$ cat config.mk
export PLATFORM = sky130hd
export DESIGN_NAME = ex_forward_unit
export DESIGN_NICKNAME = d
export VERILOG_FILES = /design/src/rtl/ex_forward_unit.sv
export SDC_FILE = /design/constraint.sdc
export NUM_CORES = 1
export LEC_CHECK = 0
export ABC_AREA = 1
export CAP_MARGIN = 20
export CORE_AREA = 2 2 109 111
export DETAILED_ROUTE_END_ITERATION = 16
export DIE_AREA = 0 0 111 113
export PLACE_DENSITY = 0.72
export SLEW_MARGIN = 20
export SYNTH_ARGS = -nofsm -noshare
export SYNTH_HDL_FRONTEND = slang
export SYNTH_SLANG_ARGS = --single-unit
$ cat constraint.sdc
create_clock -name clk -period 2 [get_ports clk]
set_input_delay 0.4 -clock clk [delete_from_list [all_inputs] [get_ports clk]]
set_output_delay 0.4 -clock clk [all_outputs]
set_load 0.005 [all_outputs]
$ cat src/rtl/ex_forward_unit.sv
// ex_forward_unit: operand forwarding and load-use hazard unit for the EX stage.
// Forward selects are decided in ID from the in-flight EX/MEM destination
// records and registered into EX. The operand mux after that register is
// purely combinational. A load-use hazard holds ID for LOAD_LAT cycles.
// Optional statistics counters are built only when FWD_STATS_EN is defined.
module ex_forward_unit #(
  parameter int XLEN     = 32,
  parameter int NUM_SRC  = 2,
  parameter int REG_AW   = 5,
  parameter int LOAD_LAT = 1
) (
  input  logic                      clk,
  input  logic                      rst,
  input  logic                      id_valid,
  input  logic [REG_AW-1:0]         id_rd,
  input  logic                      id_wr_en,
  input  logic                      id_is_load,
  input  logic [NUM_SRC*REG_AW-1:0] id_rs,
  input  logic                      flush,
  input  logic [NUM_SRC*XLEN-1:0]   ex_reg_data,
  input  logic [XLEN-1:0]           mem_alu_out,
  input  logic [XLEN-1:0]           wb_result,
  output logic                      stall,
  output logic [NUM_SRC*2-1:0]      ex_fsel,
  output logic [NUM_SRC*XLEN-1:0]   ex_fwd_data,
  output logic [31:0]               stall_cycles,
  output logic [31:0]               fwd_count
);

  // Destination tracking. The WB record is not stored: a producer seen in MEM
  // at decode time sits in WB when its consumer reaches EX, and that fact is
  // already captured by the registered 10 select. is_load matters only in EX.
  logic              ex_valid_reg;
  logic              ex_wr_en_reg;
  logic              ex_is_load_reg;
  logic [REG_AW-1:0] ex_rd_reg;
  logic              mem_valid_reg;
  logic              mem_wr_en_reg;
  logic [REG_AW-1:0] mem_rd_reg;

  logic [1:0]             cnt_reg;
  logic [NUM_SRC*2-1:0]   ex_fsel_reg;
  logic [NUM_SRC*2-1:0]   fsel_next;
  logic [NUM_SRC-1:0]     ex_hit;
  logic [NUM_SRC-1:0]     mem_hit;
  logic [NUM_SRC-1:0]     load_hit;
  logic                   hazard;
  logic                   enter_ex;

  // Per-operand match against the in-flight producers and the operand mux.
  generate
    for (genvar gi = 0; gi < NUM_SRC; gi++) begin : g_src
      logic [REG_AW-1:0] rs;
      logic [1:0]        sel;
      assign rs          = id_rs[gi*REG_AW +: REG_AW];
      assign ex_hit[gi]  = ex_valid_reg & ex_wr_en_reg & (ex_rd_reg == rs) & (rs != '0);
      assign mem_hit[gi] = mem_valid_reg & mem_wr_en_reg & (mem_rd_reg == rs) & (rs != '0);
      assign load_hit[gi] = ex_hit[gi] & ex_is_load_reg;
      // A loaded value is not available from the MEM ALU output, so an EX
      // load never produces 01; the stall covers it instead.
      assign fsel_next[gi*2 +: 2] = (ex_hit[gi] & ~ex_is_load_reg) ? 2'b01 :
                                    mem_hit[gi]                    ? 2'b10 : 2'b00;
      assign sel = ex_fsel_reg[gi*2 +: 2];
      assign ex_fwd_data[gi*XLEN +: XLEN] = (sel == 2'b01) ? mem_alu_out :
                                            (sel == 2'b10) ? wb_result   :
                                            ex_reg_data[gi*XLEN +: XLEN];
    end
  endgenerate

  assign hazard   = id_valid & (|load_hit);
  assign stall    = (cnt_reg != 2'd0) | (hazard & (cnt_reg == 2'd0));
  assign enter_ex = id_valid & ~stall & ~flush;
  assign ex_fsel  = ex_fsel_reg;

  // Shift the tracking records every cycle; a bubble enters EX unless ID advances.
  always_ff @(posedge clk) begin
    if (rst) begin
      ex_valid_reg   <= 1'b0;
      ex_wr_en_reg   <= 1'b0;
      ex_is_load_reg <= 1'b0;
      ex_rd_reg      <= '0;
      mem_valid_reg  <= 1'b0;
      mem_wr_en_reg  <= 1'b0;
      mem_rd_reg     <= '0;
      ex_fsel_reg    <= '0;
    end else begin
      mem_valid_reg  <= ex_valid_reg;
      mem_wr_en_reg  <= ex_wr_en_reg;
      mem_rd_reg     <= ex_rd_reg;
      ex_valid_reg   <= enter_ex;
      ex_wr_en_reg   <= id_wr_en;
      ex_is_load_reg <= id_is_load;
      ex_rd_reg      <= id_rd;
      ex_fsel_reg    <= enter_ex ? fsel_next : '0;
    end
  end

  // Load-use stall counter: the hazard cycle itself is the first stall cycle,
  // the counter covers the remaining LOAD_LAT-1. A flush abandons the wait.
  always_ff @(posedge clk) begin
    if (rst) begin
      cnt_reg <= 2'd0;
    end else if (flush) begin
      cnt_reg <= 2'd0;
    end else if (cnt_reg != 2'd0) begin
      cnt_reg <= cnt_reg - 2'd1;
    end else if (hazard) begin
      cnt_reg <= 2'(LOAD_LAT - 1);
    end
  end

`ifdef FWD_STATS_EN
  logic [31:0] stall_cycles_reg;
  logic [31:0] fwd_count_reg;
  logic [31:0] nz_count;

  // Number of operands of the ID instruction that will be forwarded.
  always_comb begin
    nz_count = '0;
    for (int i = 0; i < NUM_SRC; i++) begin
      nz_count = nz_count + 32'(|fsel_next[i*2 +: 2]);
    end
  end

  // Free-running statistics, wrapping at 2^32.
  always_ff @(posedge clk) begin
    if (rst) begin
      stall_cycles_reg <= '0;
      fwd_count_reg    <= '0;
    end else begin
      if (stall) stall_cycles_reg <= stall_cycles_reg + 32'd1;
      if (enter_ex) fwd_count_reg <= fwd_count_reg + nz_count;
    end
  end

  assign stall_cycles = stall_cycles_reg;
  assign fwd_count    = fwd_count_reg;
`else
  assign stall_cycles = '0;
  assign fwd_count    = '0;
`endif

endmodule

Word-level counts from Yosys, hierarchy flattened
Cells that the tools add are included.
{"block": "word_totals", "regBits": 21, "input_bits": 149, "output_inout_bits": 133}
{"block": "op_classes", "n_addsub": 1, "n_eq_ne": 8, "n_mux": 10, "bitwise_logic": 23, "n_reduce_logical": 10}
{"op": "32-bit two-way mux", "count": 4}
{"op": "5-bit == test", "count": 4}
{"op": "1-bit AND", "count": 18}
{"op": "5-bit nonzero test", "count": 2}
{"op": "2-bit two-way mux", "count": 4}
{"op": "2-bit OR reduction", "count": 3}
{"op": "3-bit OR reduction", "count": 2}
{"op": "2-bit by 1-bit == test with 1-bit output, second input constant", "count": 2}
{"op": "2-bit == test, second input constant", "count": 2}
{"op": "1-bit NOT", "count": 4}
{"op": "2-bit nonzero test", "count": 2}
{"op": "2-bit zero test", "count": 1}
{"op": "1-bit two-way mux", "count": 2}
{"op": "2-bit by 1-bit subtractor with 2-bit output, second input constant", "count": 1}
{"op": "1-bit OR", "count": 1}

Logic depth before layout (Yosys ltp)
Gate-level depths: netlist of run 1.
{"block": "depth", "ltp_word": 13, "depth_mapped": 11, "mapped_depth_nobuf": 11}

Least setup slack after synthesis of run 1
No wires, ideal clock.
{"block": "synth_path", "kind": "reg2out", "start": "reg ex_fsel_reg[1] (netlist: ex_fsel[1])", "end": "out ex_fwd_data[24]", "arrival_time_ns": 1.055, "required_time_ns": 1.600, "setup_slack_ns": 0.545, "path_stages_with_launch": 6, "n_path_buf": 1, "cell_sequence": "dfxtp_1 inv_1 nand2_1 clkbuf_1 o211ai_1 o21ai_1"}
{"block": "synth_via", "elab_chain_cells": 3}
{"item": "start, declared", "line": "42", "source": "logic [NUM_SRC*2-1:0] ex_fsel_reg;"}
{"item": "start signal, assigned", "line": "94", "source": "ex_fsel_reg <= enter_ex ? fsel_next : '0;"}
{"item": "2-bit == test", "line": "65", "source": "(sel == 2'b10) ? wb_result :"}
{"item": "32-bit two-way mux", "line": "65"}
{"item": "32-bit two-way mux *", "line": "64", "source": "assign ex_fwd_data[gi*XLEN +: XLEN] = (sel == 2'b01) ? mem_alu_out :"}
{"item": "end, declared", "line": "25", "source": "output logic [NUM_SRC*XLEN-1:0] ex_fwd_data,"}
Mark *: on every way between the ends. The rest lies on a longest branch, timed or not.

Worst setup path after layout of run 1
{"block": "layout_path", "start": "reg ex_fsel_reg[1] (netlist: ex_fsel[1])", "end": "out ex_fwd_data[4]"}
The elaborated chain is that of the path after synthesis.

==> results.toml, run 1 <==
[die]
die_area_sq_um = 12540
rows = 39
start_util_pct = 25.60
die_x_um = 111
core_sq_um = 11270
ios = 282
die-height_um = 113

[timing]
period_share_pct = 102.9
setup-violations-final = 5
rsz0062_at_grt = "yes"
drv_slew = 0
min_period_ps = 2058
final_hold_viol_count = 0
fmax_ghz = 0.4858
setup_ws_ps = -58.45
fin_skew_ps = 2.686

[worst_setup_path]
crit_type = "flop to output port"
required_ps = 1600
critPathBufInv = 3
cp-end-kind = "output port"
rr_worst_depth = 11
crit_family = "buffers and inverters"
critPathLaunchType = "flop"
cp_cell_sequence = "inv_4 > nor2_4 > buf_12 > o211ai_1 > o21ai_1 > clkdlybuf4s50_1"
cpMaxStageDelayCell = "clkdlybuf4s50_1"
crit_arrival_ps = 1660
crit_fanout = 18
cp_slowest_stage_delay_ps = 520
cp.depth = 6

[run_status]
status = "finished with violations"
violations = "setup timing"

[clock_tree]
cts_buffer_depth = 2
cts_hold_buf = 0
clock_sinks = 21
cts_made_buffers = 3
clk_latency_ps = 250
clk_pin_slew_ps = 60
tritoncts = "yes"
htree_levels = 1
cts-root-buf = "clkbuf_16"

[route]
remaining_drc_errors = 0
antenna_left = 0
drt-total-wl_um = 12300
drt-pass1-iter-count = 4
dr.first_iter.drc_count = 161
avgViaCountPerCell = 4.290
vias = 3822
routedWlPerCell_um = 13.81

[synthesis]
ys_ff_latch = 21
syn_area_sq_um = 2885
synth_top_area_cell = "o211ai_1"
synth_edf_count = 0
ys_seq_area_share_pct = 14.57
synth_top_area_share_pct = 16.91
synthArstFlopShare_pct = 0
syn_area_per_cell_sq_um = 5.794
synthFlopType = "dfxtp_1"
synth.distinct_cells = 22
yosys-top-cells-area = "o211ai_1 (17%), buf_4 (17%), dfxtp_1 (15%)"
synth_cells = 498
ys.warnings.count = 0

[grt]
grt_overflow = 0
grt_start_max_net_pins = 49
grt.total_usage_pct = 17.24
grt_pass1_wl_um = 17620
antenna_found_initial = 0
grt_pass1_vias = 3376

[final_layout]
fin_nets = 898
final_common_cell = "clkdlybuf4s50_1"
drive_gt1_share_pct = 15.51
final_cell_mix = "clkdlybuf4s50_1 (146), nand2_1 (101), inv_1 (93)"
seq_area_sq_um = 430.4
area_delta_synth_final_pct = 94.88
fillers = 1116
multiInputGateArea_sq_um = 1788
n_antenna_cell = 0

[power_and_ir_drop]
power_mw = 1.486
power_density_nw_per_um2 = 264.3
p_leak_nw = 2.669
ir_worst_vdd_uv = 404.7

[placement]
gp_congestion = 0.8339
pre_cts_ws_ps = -470.1
dp_hpwl_um = 9070
port_buffers = 217

[min_path]
whs_path_depth = 2
hold_class = "flop to flop"

[job]
maxCapViolations = 0
## where the power goes
| group | internal [mW] | switching [mW] | total (mW) |
|---|---|---|---|
| Clock | 0.268 | 0.145 | 0.413 |
| Sequential | 0.430 | 0.0115 | 0.441 |
| Combinational | 0.405 | 0.227 | 0.632 |
| Total | 1.10 | 0.383 | 1.49 |
## layer usage
metal / GRT usage, % / vias to the layer above / part of all wire [%]
li1: - / 1970 / -
met1: 21.65 / 1680 / 42
met2: 31.49 / 158 / 50
met3: 2.999 / 14 / 7.1
met4: 2.750 / 0 / 1.4
met5: 0 / - / 0
## worst min-delay path: stages (launching register included)
cell and delay, ps:
dfxtp_1 310, inv_1 50, nor2_1 30
## repair_timing
item                                    in CTS  in global routing
cloned                                       5                  5
pin swaps                                    6                  6
endpoints found under the setup margin      65                 63
resized for setup                          182                 79
buffers inserted                            18                  6
## through the flow
stage / setup TNS (ps) / utilization [%] / cell area [sq um] / hold WS [ps] / std cells
4_1_cts: -2175 / 49.27 / 5554 / 427.1 / 887
3_3_place_gp: -3712 / 46.05 / 5191 / 407.7 / 860
2_1_floorplan: 0 / - / 3122 / 403.1 / 561
5_1_grt: -1006 / 49.88 / 5623 / 433.8 / 891
6_report: -199.5 / 49.88 / 5623 / 424.4 / 891
3_5_place_dp: -3962 / 46.05 / 5191 / 419.4 / 860
## cell usage after synthesis (2+ instances only)
| master | n |
|---|---|
| clkbuf_1 | 9 |
| o21ai_1 | 6 |
| buf_4 | 64 |
| nand2_1 | 105 |
| xnor2_1 | 6 |
| nand3b_1 | 2 |
| nor3_1 | 2 |
| buf_2 | 16 |
| nor2_2 | 2 |
| xor2_1 | 2 |
| nor2_1 | 29 |
| o211ai_1 | 65 |
| dfxtp_1 | 21 |
| inv_1 | 96 |
| o21ai_0 | 60 |
| nand3_1 | 7 |
## path summary, 6_finish.rpt
check                     startpoint                       end  slack [ps]
min          ex_valid_reg$_SDFF_PP0_  mem_valid_reg$_SDFF_PP0_         420
max reg2reg  ex_rd_reg[3]$_SDFF_PP0_     ex_fsel[2]$_SDFF_PP0_         760
min reg2reg  ex_valid_reg$_SDFF_PP0_  mem_valid_reg$_SDFF_PP0_         420
max            ex_fsel[1]$_SDFF_PP0_            ex_fwd_data[4]         -60
## cell families (layout without fill, tap and decap cells)
logic type	count (synthesis)	count (layout)	synth area share [%]
AND/OR/NAND/NOR	150	150	20.99
AO/OA/AOI/OAI	133	133	28.79
buffers and inverters	185	372	33.09
flip-flops	21	21	14.57
XOR/XNOR	8	8	2.429
other	1	64	0.1300
## cell type report
cell class,instances,area share [%]
Timing Repair Buffer,272,49.49
Multi-Input combinational cell,355,31.80
Sequential cell,21,7.655
Inverter,96,6.453
Tap cell,143,3.182
Clock buffer,3,1.335
Clock inverter,1,0.08901
Note: power is estimated with default switching activity, not from simulation.
==> run 2: changes to the inputs <==
- MAX_ROUTING_LAYER: not set -> met4
==> run 2 against run 1 <==
The flow still finishes with violations (setup timing). Combinational power hardly changed. Sequential share of layout area hardly changed. Routed wire length is 0.29% lower. Final cell count stayed put. Clock power hardly changed. First-iteration DRC count is 3.7% higher. Die area stayed put. Hold slack better by 6.2 ps. Worst setup slack better by 0.91 ps. Non-clock buffer count stayed put. Sequential power hardly changed.
==> results.toml, run 2 (synthesis gave the netlist of run 1 again) <==
[worst_setup_path]
crit_family = "buffers and inverters"
timing.rr.end = "ex_fsel[2]$_SDFF_PP0_"
cp_cell_sequence = "inv_4 > nor2_4 > buf_12 > o211ai_1 > o21ai_1 > clkdlybuf4s50_1"
required_ps = 1600
crit_arrival_ps = 1660
crit_fanout = 18
rr_startpoint = "ex_rd_reg[3]$_SDFF_PP0_"
critPathLaunchType = "flop"
crit_start = "ex_fsel[1]$_SDFF_PP0_"
cpMaxStageDelayCell = "clkdlybuf4s50_1"
rr_worst_depth = 11
cp.depth = 6
cp-end-kind = "output port"
crit_type = "flop to output port"
cp_slowest_stage_delay_ps = 520
rrSetupSlack_ps = 770
cp-endpoint = "ex_fwd_data[4]"
critPathBufInv = 3

[placement]
gp_congestion = 0.8468
port_buffers = 217
pre_cts_ws_ps = -470.1
dp_hpwl_um = 9070
place_inst = 860

[grt]
grt.total_usage_pct = 17.75
antenna_found_initial = 0
grt_start_max_net_pins = 49
grt_pass1_wl_um = 17610
grt_pass1_vias = 3377
grt_overflow = 0

[route]
drt-pass1-iter-count = 4
routedWlPerCell_um = 13.77
dr.first_iter.drc_count = 167
antenna_left = 0
drt-total-wl_um = 12270
avgViaCountPerCell = 4.308
remaining_drc_errors = 0
vias = 3838

[job]
maxCapViolations = 0

[timing]
final_hold_viol_count = 0
rsz0062_at_grt = "yes"
drv_slew = 0
fmax_ghz = 0.4860
hold_ws_ps = 430.6
setup-violations-final = 5
tns_ps = -196.9
period_share_pct = 102.9
setup_ws_ps = -57.54
fin_skew_ps = 2.687
min_period_ps = 2058

[die]
die_area_sq_um = 12540
die-height_um = 113
ios = 282
start_util_pct = 25.60
die_x_um = 111
rows = 39
core_sq_um = 11270

[power_and_ir_drop]
power_density_nw_per_um2 = 263.9
p_leak_nw = 2.669
ir_worst_vdd_uv = 404.9
power_mw = 1.485

[clock_tree]
cts-root-buf = "clkbuf_16"
clock_sinks = 21
cts_made_buffers = 3
tritoncts = "yes"
clk_latency_ps = 250
cts_hold_buf = 0
clk_pin_slew_ps = 60
htree_levels = 1
cts_buffer_depth = 2

[final_layout]
n_antenna_cell = 0
final_common_cell = "clkdlybuf4s50_1"
instances_no_fill = 891
drive_gt1_share_pct = 15.37
final_cell_mix = "clkdlybuf4s50_1 (146), nand2_1 (101), inv_1 (93)"
area_delta_synth_final_pct = 95.06
fin_nets = 898

[min_path]
hold_class = "flop to flop"

[run_status]
violations = "setup timing"
status = "finished with violations"
==> run 2: cell count changes in the layout (fill, tap and decap cells not counted), sizes merged <==
cell	before	now
clkbuf	25	24
clkdlybuf4s15	10	11
==> run 2: cell type report <==
cell class                 count  area, sq um
timing repair buffer         272         2788
sequential                    21        430.4
fill                        1113         5644
multi-input combinational    355         1788
clock buffer                   3        75.07
clock inverter                 1        5.005
inverter                      96        362.8
tap                          143        178.9
==> run 2: through the flow <==
step                      utilization (%)  area, sq um
after detailed placement            46.05         5191
after floorplan                         -         3122
after CTS                           49.27         5554
after global placement              46.05         5191
final                               49.93         5628
after global routing                49.93         5628
==> run 2: worst min-delay path by stage <==
stage | endpoint | slack [ps] | startpoint | cells past startpoint
global placement | mem_valid_reg$_SDFF_PP0_ | 410 | ex_valid_reg$_SDFF_PP0_ | 2
finish | mem_valid_reg$_SDFF_PP0_ | 430 | ex_valid_reg$_SDFF_PP0_ | 2
detailed placement | mem_valid_reg$_SDFF_PP0_ | 420 | ex_valid_reg$_SDFF_PP0_ | 2
CTS | mem_valid_reg$_SDFF_PP0_ | 430 | ex_valid_reg$_SDFF_PP0_ | 2
global route | mem_valid_reg$_SDFF_PP0_ | 430 | ex_valid_reg$_SDFF_PP0_ | 2
floorplan | mem_valid_reg$_SDFF_PP0_ | 400 | ex_valid_reg$_SDFF_PP0_ | 2
==> run 2: repair_timing <==
item	in CTS	in global routing
resized for setup	182	78
gates cloned	5	5
endpoints found under the setup margin	65	63
buffers inserted	18	6
pin swaps	6	6
hold endpoints to repair	0	0
==> run 2: where the power goes <==
group	switching (mW)	internal [mW]	total, mW	leakage [nW]
combinational	0.227	0.405	0.632	2.45
clock	0.144	0.268	0.412	0.0409
sequential	0.0115	0.430	0.441	0.175
==> run 2: routing by layer <==
metal | track usage [%] | vias up | share of wire (%)
met5 | - | - | 0
met4 | 2.750 | 0 | 1.5
met3 | 2.839 | 16 | 5.8
met2 | 31.45 | 145 | 50
met1 | 21.78 | 1700 | 43
li1 | - | 1977 | -
==> run 2: tightest hold or removal path: cells and delay by family, from the launching register on <==
family / cells / cell delay, ps
DFF: 1 / 310
buffers and inverters: 1 / 50
and+or+nand+nor: 1 / 30
==> RTL edit (config.mk and constraints of run 1) <==
`NUM_SRC`: 2 -> 1.
--- a/src/rtl/ex_forward_unit.sv
+++ b/src/rtl/ex_forward_unit.sv
@@ -7,3 +7,3 @@
   parameter int XLEN     = 32,
-  parameter int NUM_SRC  = 2,
+  parameter int NUM_SRC  = 1,
   parameter int REG_AW   = 5,
Ports: changed (resized ex_fsel, ex_fwd_data, ex_reg_data and id_rs); port bits go from 282 to 211. No check against the original RTL was run, so the function may have changed too.
==> RTL edit against run 1 <==
Critical path depth increased by 2. Design area decreased by 36%. Cell count is 29% lower. Worst setup slack better by 0.14 ns. Area after synthesis decreased by 32%. Routed wire length decreased by 42%. Power shrank 20%. Sequential cell count is 2 lower. Register-to-register slack improved by 0.06 ns. Utilization decreased by 18 points. Die area stayed put. Critical path type unchanged.
==> RTL edit: results (changes against run 1) <==
Worst setup margin = 0.0857 ns (+0.144 ns)
Distinct cell type count after synthesis = 20 (-9.1%)
First-pass GRT wire length = 10.7 mm (-40%)
Critical Path AT = 1.51 ns (-0.15 ns)
Worst VDD drop = 306 uV (-24%)
Clk Latency, worst-skew pair = 0.25 ns (about the same)
Synth Area in Compound Gates = 0.117 (-0.170)
R2R setup slack = 0.82 ns (+0.06 ns)
Largest net degree at the start of global routing = 18 (-63%)
Final TNS setup = 0 ns (+0.199 ns)
XOR/XNOR share of the synthesized area = 0.00447 (-0.0198)
Worst hold slack = 0.421 ns (-0.00370 ns)
Placed cell count = 612 (-29%)
Vias in the first global route = 2124 (-37%)
Status = completed
Top cells by count, synth = 88 x nand2_1, 66 x buf_4, 57 x nor2_1
Skew final = 0.00238 ns (-0.000311 ns)
Via/cell ratio = 3.65 (-15%)
Avg Cell Area, Syn = 6.14 um2 (+6.0%)
Total GRT Usage = 0.106 (-0.0666)
Place WS = -0.398 ns (+0.0724 ns)
Internal power = 0.913 mW (-17%)
Leak Pwr = 1.75 nW (-35%)
Leading post-synthesis cells by cell area = buf_4 25%, dfxtp_1 19%, nand2_1 17%
Clock transition at the registers of the reported paths = 0.05 ns
Gp weighted congestion = 0.805 (-3.5%)
Sequential fraction of the synthesis area = 0.194 (+0.0484)
Crit path max fanout = 9 (-9)
Port Buffers = 146 (-33%)
Final nets = 599 (-33%)
Area post-placement = 0.00340 mm2 (-35%)
Hpwl dp = 5.63 mm (-38%)
Longest Clk Path Bufs = 2 (unchanged)
Share of layout cells above drive strength 1 = 0.167 (+0.0116)
Cell Count, Final, Fillers Out = 629 (-29%)
Drt first-iter violations = 124 (-23%)
Routed WL per cell = 11.4 um (-18%)
==> RTL edit: timing repair <==
action | in CTS | in global routing
cloned | 4 | 0
endpoints found under the setup margin | 33 | 22
pin swaps | 8 | 10
gates resized for setup | 99 | 31
setup buffers | 8 | 2
==> RTL edit: critical path, stage by stage, from the launching register on <==
cell             delay, ns
dfxtp_2               0.33
inv_2                 0.05
buf_4                 0.13
nand2_4               0.09
buf_12                0.12
buf_6                 0.12
nor2_1                0.04
a31oi_1               0.15
clkdlybuf4s15_2       0.23
==> RTL edit: cells by family (layout without fill, tap and decap cells) <==
family / Yosys count / after routing
compound gates: 38 / 38
xor+xnor: 1 / 1
buf+inv: 104 / 208
flops: 19 / 19
other cells: 1 / 64
simple gates: 156 / 156
==> RTL edit: power by group through the flow <==
stage	Sequential (mW)	Clock (mW)	Combinational, mW
4_1_cts	0.398	0.419	0.386
2_1_floorplan	0.405	0	0.193
3_3_place_gp	0.407	0	0.406
3_5_place_dp	0.407	0	0.408
5_1_grt	0.399	0.436	0.421
6_report	0.398	0.408	0.383
==> RTL edit: worst paths after layout <==
path,from,cells after the start,to
min,ex_wr_en_reg,2,mem_wr_en_reg
max reg2reg,ex_rd_reg[3],8,ex_fsel[1]
max,ex_fsel[1],8,ex_fwd_data[12]
min reg2reg,ex_wr_en_reg,2,mem_wr_en_reg
==> RTL edit: routing by layer <==
metal / vias to the layer above / GRT usage / share of wire
met5: - / 0 / 0
met4: 0 / 0.0225 / 0.010
met3: 7 / 0.0171 / 0.063
met2: 96 / 0.177 / 0.48
met1: 985 / 0.144 / 0.45
li1: 1206 / - / -
==> RTL edit: final cells by class <==
class	instances	area, um2
repair buffers	177	1720
clock inverters	1	5.00
flip-flops and latches	19	385
fillers	1224	7680
clock buffers	3	75.1
multi-input cells	259	1120
well taps	143	179
inverters	27	109
